`src/rtl/ws2812_receiver.sv`:
```
// WS2812 single-wire stream decoder: classifies synchronized high-pulse widths into
// bits, assembles 24-bit pixels MSB-first, and reports latch gaps and malformed input.
module ws2812_receiver #(
    parameter int GLITCH_CYCLES   = 2,
    parameter int ONE_THRESHOLD   = 8,
    parameter int MAX_HIGH_CYCLES = 24,
    parameter int RESET_CYCLES    = 600,
    parameter int INDEX_WIDTH     = 10
) (
    input  logic                   clock_12mhz,
    input  logic                   reset_n,
    input  logic                   din,
    output logic [23:0]            pixel_data,
    output logic                   pixel_valid,
    output logic [INDEX_WIDTH-1:0] pixel_index,
    output logic                   frame_done,
    output logic                   protocol_error,
    output logic                   busy
);
    localparam int LW = $clog2(RESET_CYCLES + 1);
    localparam int HW = $clog2(MAX_HIGH_CYCLES + 1);

    typedef enum logic [1:0] {ST_SYNC, ST_IDLE, ST_HIGH, ST_LOW} state_t;

    state_t                 r_state;
    logic                   r_din_meta;
    logic                   r_din_sync;
    logic [LW-1:0]          r_low_count;
    logic [HW-1:0]          r_high_count;
    logic [23:0]            r_shift;
    logic [4:0]             r_bit_count;
    logic [INDEX_WIDTH-1:0] r_pix_count;
    logic                   r_have_pix;
    logic                   r_load;

    logic [LW-1:0] w_low_next;
    logic [HW-1:0] w_high_next;
    logic          w_low_done;
    logic          w_high_done;
    logic          w_bit;

    // Both counters saturate at their terminal value instead of wrapping.
    assign w_low_next  = (r_low_count == LW'(RESET_CYCLES)) ? r_low_count : r_low_count + 1'b1;
    assign w_high_next = (r_high_count == HW'(MAX_HIGH_CYCLES)) ? r_high_count : r_high_count + 1'b1;
    assign w_low_done  = (w_low_next == LW'(RESET_CYCLES));
    assign w_high_done = (w_high_next == HW'(MAX_HIGH_CYCLES));
    assign w_bit       = (r_high_count >= HW'(ONE_THRESHOLD));
    assign busy        = (r_state == ST_HIGH) || (r_state == ST_LOW);

    always_ff @(posedge clock_12mhz or negedge reset_n) begin
        if (!reset_n) begin
            r_state        <= ST_SYNC;
            r_din_meta     <= 1'b0;
            r_din_sync     <= 1'b0;
            r_low_count    <= '0;
            r_high_count   <= '0;
            r_shift        <= '0;
            r_bit_count    <= '0;
            r_pix_count    <= '0;
            r_have_pix     <= 1'b0;
            r_load         <= 1'b0;
            pixel_data     <= '0;
            pixel_valid    <= 1'b0;
            pixel_index    <= '0;
            frame_done     <= 1'b0;
            protocol_error <= 1'b0;
        end else begin
            r_din_meta     <= din;
            r_din_sync     <= r_din_meta;
            pixel_valid    <= 1'b0;
            frame_done     <= 1'b0;
            protocol_error <= 1'b0;
            r_load         <= 1'b0;

            // Pixel publish runs one cycle after the 24th falling edge.
            if (r_load) begin
                pixel_data  <= r_shift;
                pixel_valid <= 1'b1;
                pixel_index <= r_pix_count;
                r_pix_count <= r_pix_count + 1'b1;
                r_have_pix  <= 1'b1;
                r_bit_count <= '0;
            end

            case (r_state)
                ST_SYNC: begin
                    if (r_din_sync) begin
                        r_low_count <= '0;
                    end else begin
                        r_low_count <= w_low_next;
                        if (w_low_done) r_state <= ST_IDLE;
                    end
                end
                ST_IDLE: begin
                    if (r_din_sync) begin
                        r_high_count <= HW'(1);
                        r_state      <= ST_HIGH;
                    end
                end
                ST_HIGH: begin
                    if (r_din_sync) begin
                        r_high_count <= w_high_next;
                        if (w_high_done) begin
                            protocol_error <= 1'b1;
                            r_bit_count    <= '0;
                            r_pix_count    <= '0;
                            r_have_pix     <= 1'b0;
                            r_low_count    <= '0;
                            r_state        <= ST_SYNC;
                        end
                    end else begin
                        r_low_count <= '0;
                        r_state     <= ST_LOW;
                        if (r_high_count >= HW'(GLITCH_CYCLES)) begin
                            r_shift     <= {r_shift[22:0], w_bit};
                            r_bit_count <= r_bit_count + 1'b1;
                            if (r_bit_count == 5'd23) r_load <= 1'b1;
                        end
                    end
                end
                ST_LOW: begin
                    if (r_din_sync) begin
                        r_high_count <= HW'(1);
                        r_state      <= ST_HIGH;
                    end else begin
                        r_low_count <= w_low_next;
                        if (w_low_done) begin
                            protocol_error <= (r_bit_count != 5'd0);
                            frame_done     <= r_have_pix;
                            r_bit_count    <= '0;
                            r_pix_count    <= '0;
                            r_have_pix     <= 1'b0;
                            r_state        <= ST_IDLE;
                        end
                    end
                end
                default: r_state <= ST_SYNC;
            endcase
        end
    end
endmodule
```
`config.mk`:
```
export PLATFORM = sky130hd
export DESIGN_NAME = ws2812_receiver
export DESIGN_NICKNAME = d
export VERILOG_FILES = /design/src/rtl/ws2812_receiver.sv
export SDC_FILE = /design/constraint.sdc
export NUM_CORES = 1
export LEC_CHECK = 0
export BUFFER_PORTS_ARGS = -buffer_cell sky130_fd_sc_hd__clkbuf_2
export CELL_PAD_IN_SITES_DETAIL_PLACEMENT = 2
export CELL_PAD_IN_SITES_GLOBAL_PLACEMENT = 2
export CORE_MARGIN = 5
export CORE_UTILIZATION = 25
export CTS_BUF_LIST = sky130_fd_sc_hd__clkbuf_4 sky130_fd_sc_hd__clkbuf_8
export CTS_CLUSTER_DIAMETER = 40
export DETAILED_ROUTE_END_ITERATION = 6
export PLACE_DENSITY = 0.63
export SLEW_MARGIN = 20
export SYNTH_ARGS = -nofsm -noshare
export SYNTH_HDL_FRONTEND = slang
export SYNTH_SLANG_ARGS = --single-unit
```
`constraint.sdc`:
```
create_clock -name clock_12mhz -period 6.6 [get_ports clock_12mhz]
set_clock_uncertainty 0.1 [all_clocks]
set_input_delay 0.33 -clock clock_12mhz [delete_from_list [all_inputs] [get_ports clock_12mhz]]
set_output_delay 0.33 -clock clock_12mhz [all_outputs]
set_load 0.03 [all_outputs]
```
# [Word-level counts from Yosys, hierarchy flattened]
# Cells that the tools add are included.
[totals] input_bits=3 ff_bits=97 elab_cells=95 out_inout_bits=38
[op_classes] reduce_logical=10 n_addsub=4 magnitude_cmp=2 n_eq_ne=14 bitwise=1 n_mux=49
[op_table] operator="$mux W10" n=10
[op_table] operator="$mux W5" n=9
[op_table] operator="$pmux W10 S3" n=1
[op_table] operator="$add A10 B1 Y10 const B" n=2
[op_table] operator="$eq A10 B10 Y1 const B" n=2
[op_table] operator="$pmux W10 S2" n=1
[op_table] operator="$pmux W5 S2" n=2
[op_table] operator="$mux W1" n=17
[op_table] operator="$eq A5 B5 Y1 const B" n=3
[op_table] operator="$mux W2" n=6
[op_table] operator="$reduce_and A3 Y1" n=4
[op_table] operator="$add A5 B1 Y5 const B" n=2
[op_table] operator="$ne A2 B2 Y1 const B" n=4
[op_table] operator="$pmux W2 S4" n=1
[op_table] operator="$ge A5 B2 Y1 const B" n=1
[op_table] operator="$ge A5 B4 Y1 const B" n=1
[op_table] operator="$reduce_bool A5 Y1" n=1
[op_table] operator="$eq A2 B2 Y1 const B" n=2
[op_table] operator="$pmux W1 S2" n=2
[op_table] operator="$ne A3 B3 Y1 const B" n=1
[op_table] operator="$reduce_bool A3 Y1" n=1
[op_table] operator="$eq A2 B1 Y1 const B" n=1
[op_table] operator="$logic_not A2 Y1" n=1
[op_table] operator="$ne A2 B1 Y1 const B" n=1
[op_table] operator="other kinds (4)" n=4

# [Depth between registers and ports, before layout]
# Gate-level depths: netlist of run 1.
[depth] word_depth=6 ltp_mapped=9 ltp_nobuf=8

# [Worst setup path after synthesis of run 1]
# OpenSTA, ideal clock, no wires.
[synth_path] kind="reg2reg" from="register r_low_count[0]" to="register protocol_error" n_path_buf=0 setup_slack_ns=4.226 synth_period_minus_slack_ns=2.374 arrival_ns=2.207 path_stages_with_launch=8 path_cell_list="dfrtp_1 > ha_1 > nand3_4 > or3_1 > a221oi_2 > nand4_2 > or4_1 > nand2_1"
[synth_between] elab_chain_len=6 elab_cells_between_ends=7 classes_between="add/sub: 1; eq/ne: 2; mux: 4"
[synth_rtl] element="start, declared" line_no="28" source="logic [LW-1:0] r_low_count;"
[synth_rtl] element="start signal, assigned" line_no="90" source="r_low_count <= w_low_next;"
[synth_rtl] element="start signal, assigned" line_no="126" source="r_low_count <= w_low_next;"
[synth_rtl] element="$add A10 B1 Y10 or $eq A10 B10 Y1 (tied branches)" line_no="43" source="assign w_low_next = (r_low_count == LW'(RESET_CYCLES)) ? r_low_count : r_low_count + 1'b1;"
[synth_rtl] element="$mux W10 (*)" line_no="43"
[synth_rtl] element="$eq A10 B10 Y1 (*)" line_no="45" source="assign w_low_done = (w_low_next == LW'(RESET_CYCLES));"
[synth_rtl] element="$mux W1 (*)" line_no="127" source="if (w_low_done) begin"
[synth_rtl] element="$mux W1 (*)" line_no="122" source="if (r_din_sync) begin"
[synth_rtl] element="$pmux W1 S2 (*)" line_no="85" source="case (r_state)"
[synth_rtl] element="end signal, assigned" line_no="128" source="protocol_error <= (r_bit_count != 5'd0);"
[synth_rtl] element="end, declared" line_no="17" source="output logic protocol_error,"
# Mark *: on every way between the ends. The rest lies on a longest branch, timed or not.
# A chain may end at the register's enable or synchronous reset.

# [Final worst setup path of run 1]
[layout_path] from="register r_low_count[1]" to="register r_pix_count[1]"
[layout_between] elab_chain_len=6 elab_cells_between_ends=7 classes_between="add/sub: 1; eq/ne: 2; mux: 4"
[layout_rtl] element="$add A10 B1 Y10 or $eq A10 B10 Y1 (tied branches)" line_no="43"
[layout_rtl] element="$mux W10 (*)" line_no="43"
[layout_rtl] element="$eq A10 B10 Y1 (*)" line_no="45"
[layout_rtl] element="$mux W10 (*)" line_no="127"
[layout_rtl] element="$mux W10 (*)" line_no="122"
[layout_rtl] element="$pmux W10 S2 (*)" line_no="85"
[layout_rtl] element="end signal, assigned" line_no="80" source="r_pix_count <= r_pix_count + 1'b1;"
[layout_rtl] element="end, declared" line_no="32" source="logic [INDEX_WIDTH-1:0] r_pix_count;"
# Marks and branches as above.

==> results of run 1 <==
final cells by class:
type | instances | area, um2 | area share [%]
sequential | 97 | 2429 | 46.39
tap | 229 | 286.5 | 5.473
clock inverter | 5 | 38.79 | 0.7409
clock buffer | 11 | 138.9 | 2.653
multi-input combinational | 277 | 2048 | 39.13
timing repair buffer | 44 | 237.7 | 4.541
inverter | 15 | 56.30 | 1.076
metrics by stage:
stage               instances  worst slack (ns)  hold slack, ns
finish                    678             3.530          0.2575
global route              678             3.249          0.2771
CTS                       678             3.466          0.2614
detailed placement        660             3.517          0.1748
global placement          660             3.692          0.1663
floorplan                 417             4.226        -0.06559
cell usage after synthesis, types with 4 or more instances:
master / n / share of area [%]
sky130_fd_sc_hd__o211ai_1: 7 / 1.1
sky130_fd_sc_hd__nor2_1: 33 / 2.7
sky130_fd_sc_hd__xor2_1: 9 / 1.7
sky130_fd_sc_hd__inv_1: 15 / 1.2
sky130_fd_sc_hd__a22oi_1: 6 / 0.97
sky130_fd_sc_hd__nand2_1: 22 / 1.8
sky130_fd_sc_hd__clkbuf_1: 17 / 1.4
sky130_fd_sc_hd__a31oi_1: 4 / 0.54
sky130_fd_sc_hd__a21oi_1: 11 / 1.2
sky130_fd_sc_hd__buf_2: 6 / 0.65
sky130_fd_sc_hd__nand4_1: 8 / 1.1
sky130_fd_sc_hd__dfrtp_1: 97 / 52
sky130_fd_sc_hd__nor3_1: 7 / 0.75
sky130_fd_sc_hd__nand3_1: 21 / 2.3
sky130_fd_sc_hd__and3_1: 5 / 0.67
sky130_fd_sc_hd__buf_1: 5 / 0.40
sky130_fd_sc_hd__o21ai_0: 14 / 1.5
sky130_fd_sc_hd__mux2_2: 57 / 14
sky130_fd_sc_hd__ha_1: 7 / 1.9
sky130_fd_sc_hd__a21o_1: 4 / 0.65
sky130_fd_sc_hd__o221ai_1: 4 / 0.75
kinds of logic after synthesis:
group	synth area share, %
AND/OR/NAND/NOR	14.57
flip-flops	52.26
AO/OA/AOI/OAI	11.34
multiplexers	14.04
buffers and inverters	3.637
XOR/XNOR	2.263
adder cells (fa/ha/maj)	1.886
worst reg2reg max path, stage by stage, from the launching register on:
cell                       delay, ns
sky130_fd_sc_hd__dfrtp_1        0.49
sky130_fd_sc_hd__ha_1           0.43
sky130_fd_sc_hd__nand3_4        0.15
sky130_fd_sc_hd__or3_1          0.39
sky130_fd_sc_hd__a221oi_2       0.27
sky130_fd_sc_hd__nand4_2        0.26
sky130_fd_sc_hd__o31ai_2        0.72
sky130_fd_sc_hd__nor2_1         0.12
placed cells by master (no fill, tap or decap), drive strengths merged, types with 7 or more instances in the layout:
master	n
o211ai	7
o21ai	14
nand3	22
nor3	7
dfrtp	97
xor2	9
ha	7
a21oi	11
clkbuf	50
inv	17
nand4	9
mux2	57
nand2	22
nor2	33
worst min path at each step:
| stage | startpoint | end | slack [ns] | depth (start not counted) |
|---|---|---|---|---|
| CTS | r_din_meta | r_din_sync | 0.26 | 0 |
| finish | r_din_meta | r_din_sync | 0.26 | 0 |
| global route | r_din_meta | r_din_sync | 0.28 | 0 |
| floorplan | reset_n | frame_done | -0.07 | 0 |
| detailed placement | reset_n | r_low_count[7] | 0.17 | 1 |
| global placement | reset_n | r_low_count[7] | 0.17 | 1 |
sequential cells by signal, indices dropped and copies added (netlist names), 2 cells and up:
register,count
pixel_index,10
r_low_count,10
r_state,2
r_bit_count,5
r_shift,24
r_pix_count,10
r_high_count,5
pixel_data,24
power breakdown:
part | internal, mW | total (mW) | switching (mW)
clock | 0.148 | 0.365 | 0.217
combinational | 0.00696 | 0.0265 | 0.0196
sequential | 0.596 | 0.602 | 0.00651
metal layers:
| metal | GRT usage, % | share of wire, % | wire length [um] | vias up |
|---|---|---|---|---|
| met1 | 14.04 | 45 | 5319 | 1759 |
| met5 | 0 | 0 | 0 | - |
| met4 | 3.387 | 1.4 | 161 | 0 |
| li1 | - | - | - | 1554 |
| met2 | 20.61 | 51 | 6030 | 31 |
| met3 | 2.572 | 2.3 | 274 | 11 |
what timing repair did:
action,CTS,global route
endpoints found under the setup margin,0,0
resized for setup,0,0
hold buffers,2,0
endpoints found under the hold margin,26,0
==> out/qor.json, run 1 <==
{
  "outcome": {
    "status": "finished clean"
  },
  "worst_setup_path": {
    "regToRegEndpoint": "r_pix_count[1]",
    "worstSetupStartpointType": "register",
    "worst-path-buf-inv": 0,
    "rrSetupSlack_ns": 3.53,
    "timing.critical_path.required_ns": 6.73,
    "cpMaxStageDelayCell": "sky130_fd_sc_hd__o31ai_2",
    "endpoint_kind": "register",
    "worst_setup_path_endpoint": "r_pix_count[1]",
    "crit_family": "compound AO/OA/AOI/OAI gates",
    "r2r-start": "r_low_count[1]",
    "worstRegToRegCells": 7,
    "worstPathCellList": "ha_1, nand3_4, or3_1, a221oi_2, nand4_2, o31ai_2, nor2_1",
    "setup.worst_path.class": "register to register",
    "path_depth": 7,
    "worst-path-max-fanout": 11,
    "crit_path_start": "r_low_count[1]",
    "critical_path_arrival_ns": 3.20,
    "cp_slowest_stage_delay_ns": 0.72
  },
  "synth": {
    "ys_seq_elements": 97,
    "synth_sequential_area_ratio_pct": 52.26,
    "yosys_warnings": 0,
    "syn_inst": 417,
    "syn_area_mm2": 0.004644,
    "synth-edff-count": 0,
    "synth_ff_type": "sky130_fd_sc_hd__dfrtp_1",
    "mappedNetlistNets": 427,
    "synth.avg_cell_area_um2": 11.14,
    "synthArstFlopShare_pct": 100.0,
    "synth_cell_type_count": 59
  },
  "timing": {
    "final_setup_violations": 0,
    "post-route-min-period_ns": 3.070,
    "maximum_operating_frequency_mhz": 325.7,
    "max_slew.worst_pin.slew_ns": 1.055,
    "finalHoldViolations": 0,
    "slew-limit-headroom_pct": 29.64,
    "fin_setup_tns_ns": 0,
    "slew_violations": 0,
    "layout_worst_path_cycle_share_pct": 46.52,
    "unrepaired_setup_endpoints_after_global_routing": "no"
  },
  "floorplan": {
    "overall_die_area_mm2": 0.02140,
    "floorplan.die.height_um": 146.3,
    "core-area_mm2": 0.01815,
    "io-pin-count": 41,
    "effective_utilization_at_floorplan_pct": 25.59,
    "std_cell_rows": 49,
    "floorplan.die.width_um": 146.3
  },
  "drt": {
    "drc_errors": 0,
    "avgRoutedWirePerCell_um": 17.38,
    "via_count": 3355,
    "first_iter_violations": 159,
    "vias_per_cell": 4.948,
    "detail-route-antenna-nets": 0,
    "route.final.wire_length_mm": 11.79,
    "firstDrtPassIters": 4
  },
  "finish": {
    "filler_cell_count": 2001,
    "final_nets": 454,
    "postLayoutCoreUtil_pct": 28.85,
    "area_growth_from_synthesis_to_layout_pct": 12.72,
    "finish.instance_area_mm2": 0.005235,
    "final_layout_size_suffix_gt1_share_pct": 27.62,
    "antenna_cells_inserted": 0
  },
  "cts": {
    "cts.reportedPaths.clkPinSlew_ns": 0.10,
    "h-tree-depth": 3,
    "clock_tree_from_tritoncts": "done",
    "insertion_delay_ns": 0.38,
    "cts_made_buffers": 9,
    "maximum_root_to_sink_buffer_count": 2,
    "clock-sinks": 97,
    "postCtsSetupBuffers": 0,
    "cts_root_buf": "sky130_fd_sc_hd__clkbuf_8"
  },
  "place": {
    "dpl-instance-area_mm2": 0.005037,
    "portBuffers": 40,
    "dp_hpwl_mm": 8.008,
    "gp_congestion": 0.7405
  },
  "job": {
    "max_cap_violations": 0
  },
  "global_routing": {
    "initial_antenna_violation_count": 0,
    "number_of_global_route_vias_before_repair": 3775,
    "globalRoute.totalOverflow": 0,
    "grt_start_max_net_pins": 73,
    "grt_pass1_wl_mm": 20.18,
    "globalRouteTotalUtil_pct": 11.59
  },
  "power_and_ir_drop": {
    "peakVddDrop_mv": 0.1054,
    "power.density_cell_area_mw_per_mm2": 189.9,
    "leakagePower_nw": 2.414,
    "design_power_total_mw": 0.9940
  },
  "hold_path": {
    "worst_hold_path_type": "register to register"
  }
}
(Power assumes the default switching activity.)
==> run 2, diff against run 1 <==
--- a/config.mk
+++ b/config.mk
@@ -5,6 +5,7 @@
 export SDC_FILE = /design/constraint.sdc
 export NUM_CORES = 1
 export LEC_CHECK = 0
+export ABC_AREA = 1
 export BUFFER_PORTS_ARGS = -buffer_cell sky130_fd_sc_hd__clkbuf_2
 export CELL_PAD_IN_SITES_DETAIL_PLACEMENT = 2
 export CELL_PAD_IN_SITES_GLOBAL_PLACEMENT = 2
@@ -13,7 +14,7 @@
 export CTS_BUF_LIST = sky130_fd_sc_hd__clkbuf_4 sky130_fd_sc_hd__clkbuf_8
 export CTS_CLUSTER_DIAMETER = 40
 export DETAILED_ROUTE_END_ITERATION = 6
-export PLACE_DENSITY = 0.63
+export PLACE_DENSITY = 0.68
 export SLEW_MARGIN = 20
 export SYNTH_ARGS = -nofsm -noshare
 export SYNTH_HDL_FRONTEND = slang
==> constraint.sdc (replaced) <==
create_clock -name clock_12mhz -period 2.51 [get_ports clock_12mhz]
set_clock_uncertainty 0.1 [all_clocks]
set_input_delay 0.1255 -clock clock_12mhz [delete_from_list [all_inputs] [get_ports clock_12mhz]]
set_output_delay 0.1255 -clock clock_12mhz [all_outputs]
set_load 0.03 [all_outputs]
==> out/qor.json, run 2 <==
{
  "global_routing": {
    "grt_pass1_wl_mm": 19.38,
    "globalRoute.totalOverflow": 0,
    "number_of_global_route_vias_before_repair": 3916,
    "grt_start_max_net_pins": 54,
    "initial_antenna_violation_count": 0,
    "globalRouteTotalUtil_pct": 11.63
  },
  "drt": {
    "drc_errors": 0,
    "via_count": 3465,
    "routed-wl-met3_um": 443,
    "avgRoutedWirePerCell_um": 14.67,
    "top_signal_layer_used": "met4",
    "firstDrtPassIters": 4,
    "detail-route-antenna-nets": 0,
    "vias_per_cell": 4.454,
    "route.final.wire_length_mm": 11.41,
    "wl_met2_mm": 5.812,
    "first_iter_violations": 164,
    "met1_wire_length_mm": 5.030
  },
  "timing": {
    "hold_ws_ns": 0.1994,
    "fin_setup_tns_ns": 0,
    "post-route-min-period_ns": 2.191,
    "slew-limit-headroom_pct": 57.72,
    "slew_violations": 0,
    "layout_worst_path_cycle_share_pct": 87.28,
    "final_setup_violations": 0,
    "finalHoldViolations": 0,
    "fin_worst_setup_slack_ns": 0.3193,
    "unrepaired_setup_endpoints_after_global_routing": "no",
    "maximum_operating_frequency_mhz": 456.5,
    "max_slew.worst_pin.slew_ns": 0.6342
  },
  "synth": {
    "post_synth_most_frequent_cells": "166 x sky130_fd_sc_hd__nand2_1, 97 x sky130_fd_sc_hd__dfrtp_1, 41 x sky130_fd_sc_hd__inv_1",
    "top_area_cells_in_the_synthesized_netlist": "sky130_fd_sc_hd__dfrtp_1 54%, sky130_fd_sc_hd__nand2_1 14%, sky130_fd_sc_hd__mux2_2 4.2%",
    "yosys.area.top_type_share_pct": 53.59,
    "ys_seq_elements": 97,
    "synth_mux_area_share_pct": 4.448,
    "post_synth_fa_ha_maj_area_fraction_pct": 1.934,
    "synth_sequential_area_ratio_pct": 53.59,
    "yosys_warnings": 0,
    "syn_inst": 500,
    "mappedNetlistNets": 510,
    "synth_cell_type_count": 36,
    "synth-xor-area-share_pct": 2.707,
    "synth-edff-count": 0,
    "synthSimpleGateAreaFrac_pct": 23.87,
    "syn_area_mm2": 0.004529,
    "synth_compound_gate_area_share_pct": 7.569,
    "synth.avg_cell_area_um2": 9.059,
    "yosysMostFrequentCell": "sky130_fd_sc_hd__nand2_1",
    "synth_top_family_by_area": "simple AND/OR/NAND/NOR gates",
    "synth_largest_area_cell": "sky130_fd_sc_hd__dfrtp_1",
    "synthArstFlopShare_pct": 100.0,
    "synth_ff_type": "sky130_fd_sc_hd__dfrtp_1"
  },
  "cts": {
    "cts_root_buf": "sky130_fd_sc_hd__clkbuf_8",
    "clock_tree_from_tritoncts": "done",
    "cts_made_buffers": 9,
    "h-tree-depth": 3,
    "clock-sinks": 97,
    "insertion_delay_ns": 0.38,
    "cts.reportedPaths.clkPinSlew_ns": 0.11,
    "maximum_root_to_sink_buffer_count": 2
  },
  "finish": {
    "most_used_cells_in_the_layout_excluding_fill_and_tap_cells": "165 x sky130_fd_sc_hd__nand2_1, 97 x sky130_fd_sc_hd__dfrtp_1, 41 x sky130_fd_sc_hd__inv_1",
    "antenna_cells_inserted": 0,
    "final_nets": 554,
    "final_common_cell": "sky130_fd_sc_hd__nand2_1",
    "final_layout_size_suffix_gt1_share_pct": 20.04,
    "top_regs": "pixel_data (24), r_shift (24)",
    "area_growth_from_synthesis_to_layout_pct": 15.17,
    "filler_cell_count": 2058
  },
  "hold_path": {
    "worst_hold_path_type": "input port to asynchronous set/reset pin"
  },
  "worst_setup_path": {
    "endpoint_kind": "register",
    "worst-path-max-fanout": 11,
    "critical_path_arrival_ns": 2.35,
    "timing.critical_path.required_ns": 2.67,
    "worstPathCellList": "inv_1, ha_1, nand2_1, nor2_1, nand3_1, o21ai_1, nand2_2, nor2_4, nand3_4, nand2_4, a21oi_2",
    "cpMaxStageDelayCell": "sky130_fd_sc_hd__dfrtp_1",
    "cp_slowest_stage_delay_ns": 0.46,
    "worstSetupStartpointType": "register",
    "setup.worst_path.class": "register to register"
  },
  "power_and_ir_drop": {
    "p_seq_share_pct": 48.8,
    "comb_power_share_pct": 24.4,
    "peakVddDrop_mv": 0.2920,
    "net_sw_share_pct": 36.27,
    "power.density_cell_area_mw_per_mm2": 745.0,
    "internal_power_mw": 2.477,
    "power_frac_clock_pct": 26.8,
    "total_switching_power_mw": 1.410,
    "leakagePower_nw": 2.620,
    "design_power_total_mw": 3.886
  },
  "floorplan": {
    "floorplan.die.height_um": 144.6,
    "effective_utilization_at_floorplan_pct": 25.30,
    "overall_die_area_mm2": 0.02091,
    "core-area_mm2": 0.01790,
    "std_cell_rows": 49,
    "io-pin-count": 41,
    "floorplan.die.width_um": 144.6
  },
  "place": {
    "dp_worst_setup_slack_ns": 0.1939,
    "gp_congestion": 0.7470,
    "dp_hpwl_mm": 8.214,
    "portBuffers": 40
  },
  "job": {
    "max_cap_violations": 0
  },
  "outcome": {
    "status": "finished clean"
  }
}
## run 2: cell count changes in the layout (fill, tap and decap cells not counted), sizes merged, moves of 5 or more
cell / before / now
o211ai: 7 / 0
buf: 3 / 9
nand3: 22 / 29
a22oi: 6 / 0
and3: 5 / 0
o21ai: 14 / 38
inv: 17 / 46
mux2: 57 / 17
a21oi: 11 / 16
nand2: 22 / 172
## run 2: layer usage
| metal | vias to the layer above | GRT usage (%) |
|---|---|---|
| met5 | - | 0 |
| met2 | 43 | 20.87 |
| met1 | 1736 | 13.82 |
| li1 | 1677 | - |
| met4 | 0 | 2.602 |
| met3 | 9 | 3.274 |
## run 2: path summary, 6_finish.rpt
| check | from | end | slack (ns) | depth (start not counted) |
|---|---|---|---|---|
| max | r_low_count[0] | r_pix_count[3] | 0.32 | 11 |
| min | reset_n | r_shift[16] | 0.20 | 2 |
| max reg2reg | r_low_count[0] | r_pix_count[3] | 0.32 | 11 |
| min reg2reg | r_din_meta | r_din_sync | 0.27 | 0 |
| max in group asynchronous | reset_n | r_pix_count[2] | 1.38 | 3 |
| min in group clock_12mhz | r_din_meta | r_din_sync | 0.27 | 0 |
## run 2: layout make-up
class / count / area, um2 / share of cell area, %
inverters: 43 / 161.4 / 3.094
flip-flops and latches: 97 / 2427 / 46.53
well taps: 229 / 286.5 / 5.493
repair buffers: 50 / 307.8 / 5.901
clock inverters: 6 / 57.56 / 1.103
clock buffers: 10 / 137.6 / 2.639
multi-input cells: 343 / 1838 / 35.24
## run 2: stage by stage
step	area [um2]	std cells	util, %
finish	5216	778	29.14
global route	5216	778	29.14
CTS	5214	778	29.12
detailed placement	4999	760	27.92
global placement	4999	760	27.92
floorplan	4529	500	-
## run 2: cell families (layout without fill, tap and decap cells)
logic type,count (synthesis),after routing
muxes,18,18
and+or+nand+nor,246,246
xor gates and xnor gates,14,14
AOI/OAI and AO/OA,58,58
DFF,97,97
adders and majority gates,7,7
buffers and inverters,60,109
## run 2: power groups by stage
stage	combinational [mW]	clock (mW)	sequential, mW
3_3_place_gp	0.923	0	1.92
2_1_floorplan	0.686	0	1.89
5_1_grt	1.09	1.17	1.92
4_1_cts	0.979	1.11	1.90
6_report	0.948	1.04	1.90
3_5_place_dp	0.968	0	1.93
## run 2: critical path, delay by kind of cell (launching register included)
family / cells / cell delay, ns
simple gates: 7 / 0.94
compound gates: 2 / 0.31
buf+inv: 1 / 0.11
flops: 1 / 0.46
fa+ha+maj: 1 / 0.14
## run 2: repair_timing
item                                    CTS  global route
endpoints found under the setup margin    0             6
hold endpoints to repair                 45             0
setup buffers                             0             0
gates resized for setup                   0             1
hold buffers                              2             0
